$ cat src/rtl/module_prio.sv
// Display-priority selector: picks operand 1, operand 2 or the product for display
// based on the entry/valid flags, holding the last choice once all flags drop.
module module_prio (
  input  logic        clk,
  input  logic        rst,
  input  logic [7:0]  num_1,
  input  logic [7:0]  num_2,
  input  logic        listo_1,
  input  logic        listo_2,
  input  logic        listo,
  input  logic [15:0] num_mul,
  output logic [15:0] numero_output
);

  localparam int unsigned OPW = 8;
  localparam int unsigned OUTW = 16;

  typedef enum logic [1:0] {
    IDLE     = 2'd0,
    SHOW_1   = 2'd1,
    SHOW_2   = 2'd2,
    SHOW_MUL = 2'd3
  } state_t;

  state_t            state_q, state_d;
  logic [OUTW-1:0]   numero_q, numero_d;

  // State and display register; reset wins over every flag on the same edge.
  always_ff @(posedge clk) begin
    if (rst) begin
      state_q  <= IDLE;
      numero_q <= '0;
    end else begin
      state_q  <= state_d;
      numero_q <= numero_d;
    end
  end

  // Next state by fixed priority; the output follows the selected source only
  // while some flag is up, otherwise the last displayed value is frozen.
  always_comb begin
    state_d  = state_q;
    numero_d = numero_q;
    if (listo) begin
      state_d  = SHOW_MUL;
      numero_d = num_mul;
    end else if (listo_2) begin
      state_d  = SHOW_2;
      numero_d = {(OUTW-OPW)'(0), num_2};
    end else if (listo_1) begin
      state_d  = SHOW_1;
      numero_d = {(OUTW-OPW)'(0), num_1};
    end
  end

  assign numero_output = numero_q;

endmodule

$ cat config.mk
export PLATFORM = sky130hd
export DESIGN_NAME = module_prio
export DESIGN_NICKNAME = d
export VERILOG_FILES = /design/src/rtl/module_prio.sv
export SDC_FILE = /design/constraint.sdc
export NUM_CORES = 1
export LEC_CHECK = 0
export BUFFER_PORTS_ARGS = -buffer_cell sky130_fd_sc_hd__clkbuf_2
export CORE_ASPECT_RATIO = 1.4
export CORE_MARGIN = 2
export CORE_UTILIZATION = 37
export CTS_CLUSTER_SIZE = 8
export DETAILED_ROUTE_END_ITERATION = 8
export PLACE_DENSITY = 0.74
export SYNTH_ARGS = -nofsm -noshare
export SYNTH_HDL_FRONTEND = slang
export SYNTH_SLANG_ARGS = --single-unit
$ cat constraint.sdc
create_clock -name clk -period 0.8 [get_ports clk]
set_input_delay 0.04 -clock clk [delete_from_list [all_inputs] [get_ports clk]]
set_output_delay 0.04 -clock clk [all_outputs]
set_load 0.05 [all_outputs]
==> results.txt, run 1 <==
outcome: finished with violations
violated checks: setup timing
Post-Synth Adder-Cell Area: 0%
Mean Syn Cell Area: 10.15 um2
most frequent cells in the layout: clkbuf_2, dfxtp_2, buf_8
Worst-Skew Late Latency: 0.29 ns
number of routed nets with antenna violations: 0
drt first pass iters: 4
WHS Endpoint: numero_output[10]
boundary pin count: 53
grt ovf: 0
Final Cycle Share: 106.6%
commonest non-fill, non-tap cell in the layout: clkbuf_2
setup TNS: -0.4945 ns
post-DP HPWL: 1610 um
Crit. End Element: output port
clk slew on worst S/H paths: 0.10 ns
Area after DPL: 1140 um2
number of diodes: 0
largest net degree at the start of global routing: 18
max cap viols: 0
chip height: 59.43 um
Die ar.: 2591 um2
CP Cell Sequence: clkbuf_16
CP Data Arrival Time: 0.81 ns
worst hold margin: 0.006887 ns
xor/xnor share of the synthesized area: 0%
main combinational cell family by area after synthesis: compound AO/OA/AOI/OAI gates
buffer and inverter count on the worst path: 1
vias in the first global route: 900
required time of the critical path: 0.76 ns
Post-Syn Instances: 80
Layout fillers: 174
Max Slew Vio Count: 0
Compound-Gate Fraction of Synth Area: 28.35%
clk sinks: 16
critical path class: flop to output port
final hold vios: 0
Die Wd: 43.60 um
fin crit period: 0.8525 ns
DP Cell Count: 156
CP top delay family: flip-flops
number of flip-flops under the largest register name: 16
Row Count: 20
DRC viols: 0
Core Footprint: 2127 um2
layout cell share with drive strength beyond 1: 64.03%
register area share after synthesis: 39.45%
DR WL/cell: 13.77 um
Clock Tree Root: clkbuf_4
CTS Buf Count: 3
worst reg2reg setup slack: 0.06 ns
leakage: 0.6352 nW
Core Util, Final: 65.06%
WL final: 2217 um
Worst slew margin: 76.80%
Power Dens Cells: 1523 nW/um2
multiplexer share of the synthesized area: 0%
Max IR drop VDD: 1014 uV
Final Cell Area: 1384 um2
Nets: 177
Starting Density: 38.18%
initial antenna violation count: 0
post-synthesis cell area: 812.0 um2
CTS tree: done
IO buf count: 52
CP max-delay cell: dfxtp_2
GP Congestion: 0.6902
Mapped Nets: 117
Via Count: 847
First DRT Iteration DRCs: 14
synthesized flop and latch total: 16
Finish-stage setup viols: 16
Layout area overhead: 70.42%
first-pass GRT wire length: 3650 um
dpl ws: -0.2109 ns
worst hold path type: input pin to flop
Tot Pwr: 2.108 mW
worst r2r src: numero_output[7]
critical path launch point type: flop
worst path setup slack after routing: -0.05245 ns
Yosys cell types: 15
reg2reg path depth: 3
f_max: 1173 MHz
Largest stage delay, worst path: 0.36 ns
register area: 340.3 um2
post-synthesis simple-gate area fraction: 26.35%
Max FO, Critical Path: 2
Worst-Margin Slew: 0.3480 ns
Clock Skew: 0 ns
WHS Path Cells: 3
Layout Cells excl Fill: 161
Hold Crit Start: num_mul[10]
routed vias/inst: 5.261
RSZ-0062 raised after global routing: true
end of the worst register-to-register path: numero_output[7]
Total GRT Usage: 18.36%
H-tree depth: 1
CTS max path bufs: 2
yosys warns: 0
Multi-input gate area: 444.2 um2
worst register-to-register path: stages, from the launching register on:
cell and delay [ns]:
dfxtp_2 0.34, buf_4 0.13, nand3b_1 0.08, o41ai_2 0.07
area by class of cell:
cell class	instances	area share, %
clock buffers	4	2.622
multi-input cells	57	32.10
flip-flops and latches	16	24.59
well taps	22	1.989
repair buffers	62	38.70
synthesized netlist by cell type:
library cell   n  share of area (%)
a211oi_2       2                3.1
buf_6          2                2.8
nand3b_1       8                7.4
nor3_4         1                2.0
clkbuf_1       2               0.92
buf_4          1               0.92
o41ai_2        4                8.0
buf_2          2                1.2
a211oi_1       6                5.5
o41ai_1        4                4.3
dfxtp_1       16                 39
nor2_1         8                3.7
a22oi_1        8                7.4
nor2b_1       10                7.7
and2b_1        6                5.5
report_power, final:
group          total (mW)  internal [mW]  switching [mW]  leakage, nW
Clock               0.531          0.277           0.254       0.0210
Sequential          0.907          0.859          0.0479        0.138
Combinational       0.671          0.331           0.339        0.477
how the worst max path moves through the flow:
stage,depth (start not counted),from,slack [ns],endpoint
after global routing,1,numero_output[2],-0.08,numero_output[2]
after floorplan,2,numero_output[4],0.06,numero_output[4]
after detailed placement,5,listo_2,-0.21,numero_output[6]
final,1,numero_output[2],-0.05,numero_output[2]
after global placement,4,listo_2,-0.16,numero_output[5]
after CTS,1,numero_output[7],-0.07,numero_output[7]
what timing repair did:
item                       CTS  global route
hold buffers                 0             0
hold endpoints to repair     0             0
setup endpoints to repair   16            16
gates resized for setup     36            12
buffers inserted             0             1
layer usage:
metal	up-vias	routed length [um]	track usage (%)
li1	416	-	-
met1	391	883	20.86
met2	36	1141	32.14
met3	4	167	4.268
met4	0	25	7.792
met5	-	0	0
kinds of logic after synthesis:
family | after synthesis
buffers and inverters | 7
AND/OR/NAND/NOR | 33
AO/OA/AOI/OAI | 24
flip-flops | 16
(Power assumes the default switching activity.)
==> run 2, diff against run 1 <==
- CTS_CLUSTER_DIAMETER: not set -> 40
- RECOVER_POWER: not set -> 25
==> run 2 against run 1 <==
The flow still finishes with violations (setup timing); clock skew stayed put; fmax is 0.41% lower; clock power increased by 0.8%.
==> results.txt, run 2 (same netlist as run 1, synthesis figures left out) <==
Clock Skew: 0 ns (unchanged)
Max IR drop VDD: 1014 uV (about the same)
max cap viols: 0 (unchanged)
Tot Pwr: 2.110 mW (was 2.108 mW)
critical path launch point type: flop (unchanged)
initial antenna violation count: 0 (unchanged)
CTS tree: done (unchanged)
chip height: 59.43 um (unchanged)
CP top delay family: flip-flops (unchanged)
Layout area overhead: 69.80% (was 70.42%)
DR WL/cell: 13.74 um (was 13.77 um)
Row Count: 20 (unchanged)
drt first pass iters: 4 (unchanged)
worst hold path type: input pin to flop (unchanged)
CTS max path bufs: 2 (unchanged)
layout cell share with drive strength beyond 1: 64.03% (unchanged)
final hold vios: 0 (unchanged)
Core Util, Final: 64.82% (was 65.06%)
GP Congestion: 0.6902 (unchanged)
outcome: finished with violations (unchanged)
CP Cell Sequence: clkbuf_16 (unchanged)
Final Cell Area: 1379 um2 (was 1384 um2)
vias in the first global route: 900 (unchanged)
violated checks: setup timing (unchanged)
first-pass GRT wire length: 3650 um (unchanged)
Clock Tree Root: clkbuf_4 (unchanged)
post-DP HPWL: 1610 um (unchanged)
Crit. End Element: output port (unchanged)
CTS Buf Count: 3 (unchanged)
number of flip-flops under the largest register name: 16 (unchanged)
Die Wd: 43.60 um (unchanged)
largest net degree at the start of global routing: 18 (unchanged)
Via Count: 854 (was 847)
Power Dens Cells: 1530 nW/um2 (was 1523 nW/um2)
number of diodes: 0 (unchanged)
worst hold margin: 0.002640 ns (was 0.006887 ns)
DRC viols: 0 (unchanged)
commonest non-fill, non-tap cell in the layout: clkbuf_2 (unchanged)
worst path setup slack after routing: -0.05596 ns (was -0.05245 ns)
dpl ws: -0.2109 ns (unchanged)
required time of the critical path: 0.76 ns (about the same)
Core Footprint: 2127 um2 (unchanged)
setup TNS: -0.5684 ns (was -0.4945 ns)
Max Slew Vio Count: 0 (unchanged)
Worst-Skew Late Latency: 0.29 ns (about the same)
RSZ-0062 raised after global routing: true (unchanged)
routed vias/inst: 5.304 (was 5.261)
Starting Density: 38.18% (unchanged)
Layout Cells excl Fill: 161 (unchanged)
H-tree depth: 1 (unchanged)
Layout fillers: 176 (was 174)
leakage: 0.6343 nW (was 0.6352 nW)
Max FO, Critical Path: 2 (unchanged)
hold_buf cts: 0 (unchanged)
Worst slew margin: 77.39% (was 76.80%)
most frequent cells in the layout: clkbuf_2, dfxtp_2, buf_8 (unchanged)
Largest stage delay, worst path: 0.36 ns (about the same)
CP Data Arrival Time: 0.82 ns (was 0.81 ns)
fin crit period: 0.8560 ns (was 0.8525 ns)
buffer and inverter count on the worst path: 1 (unchanged)
critical path class: flop to output port (unchanged)
Nets: 177 (unchanged)
WL final: 2212 um (was 2217 um)
Finish-stage setup viols: 16 (unchanged)
grt ovf: 0 (unchanged)
Worst-Margin Slew: 0.3391 ns (was 0.3480 ns)
Final Cycle Share: 107.0% (was 106.6%)
boundary pin count: 53 (unchanged)
f_max: 1168 MHz (was 1173 MHz)
DP Cell Count: 156 (unchanged)
clk slew on worst S/H paths: 0.09 ns (was 0.10 ns)
Die ar.: 2591 um2 (unchanged)
First DRT Iteration DRCs: 14 (unchanged)
CP max-delay cell: dfxtp_2 (unchanged)
Area after DPL: 1140 um2 (unchanged)
clk sinks: 16 (unchanged)
number of routed nets with antenna violations: 0 (unchanged)
Total GRT Usage: 18.36% (unchanged)
IO buf count: 52 (unchanged)
## run 2: changes by cell type in the layout (fill, tap and decap cells not counted)
| cell | delta |
|---|---|
| clkbuf_2 | +1 |
| buf_2 | +1 |
| buf_4 | -2 |
## run 2: path summary, 6_finish.rpt
path,endpoint,cells after the start,startpoint,slack [ns]
worst min-delay path,numero_output[10],3,num_mul[10],0.003
worst max register to register,numero_output[7],3,numero_output[7],0.06
worst max-delay path,numero_output[2],1,numero_output[2],-0.06
worst min register to register,numero_output[0],2,numero_output[0],0.50
## run 2: per-layer routing
layer	GRT usage [%]	part of all wire, %
met5	0	0
met4	7.792	2.1
met3	4.268	8.0
met2	32.14	50
met1	20.86	39
## run 2: where the power goes
part | switching [mW] | internal (mW) | total, mW
Combinational | 0.339 | 0.329 | 0.667
Clock | 0.258 | 0.277 | 0.535
Sequential | 0.0478 | 0.859 | 0.907
## run 2: timing repair
| item | 4_1_cts | 5_1_grt |
|---|---|---|
| gates resized for setup | 36 | 12 |
| gates cloned | 0 | 0 |
| setup endpoints to repair | 16 | 16 |
| buffers inserted | 0 | 1 |
## run 2: worst min-delay path: cells and delay by family
kind	cells	cell delay, ns
buffers and inverters	1	0.08
and+or+nand+nor	1	0.08
AOI/OAI and AO/OA	1	0.07
## run 2: layout make-up
type | instances | area (um2) | area share (%)
timing repair buffer | 62 | 530.5 | 38.48
clock buffer | 4 | 36.28 | 2.632
multi-input combinational | 57 | 444.2 | 32.21
tap | 22 | 27.53 | 1.996
sequential | 16 | 340.3 | 24.68
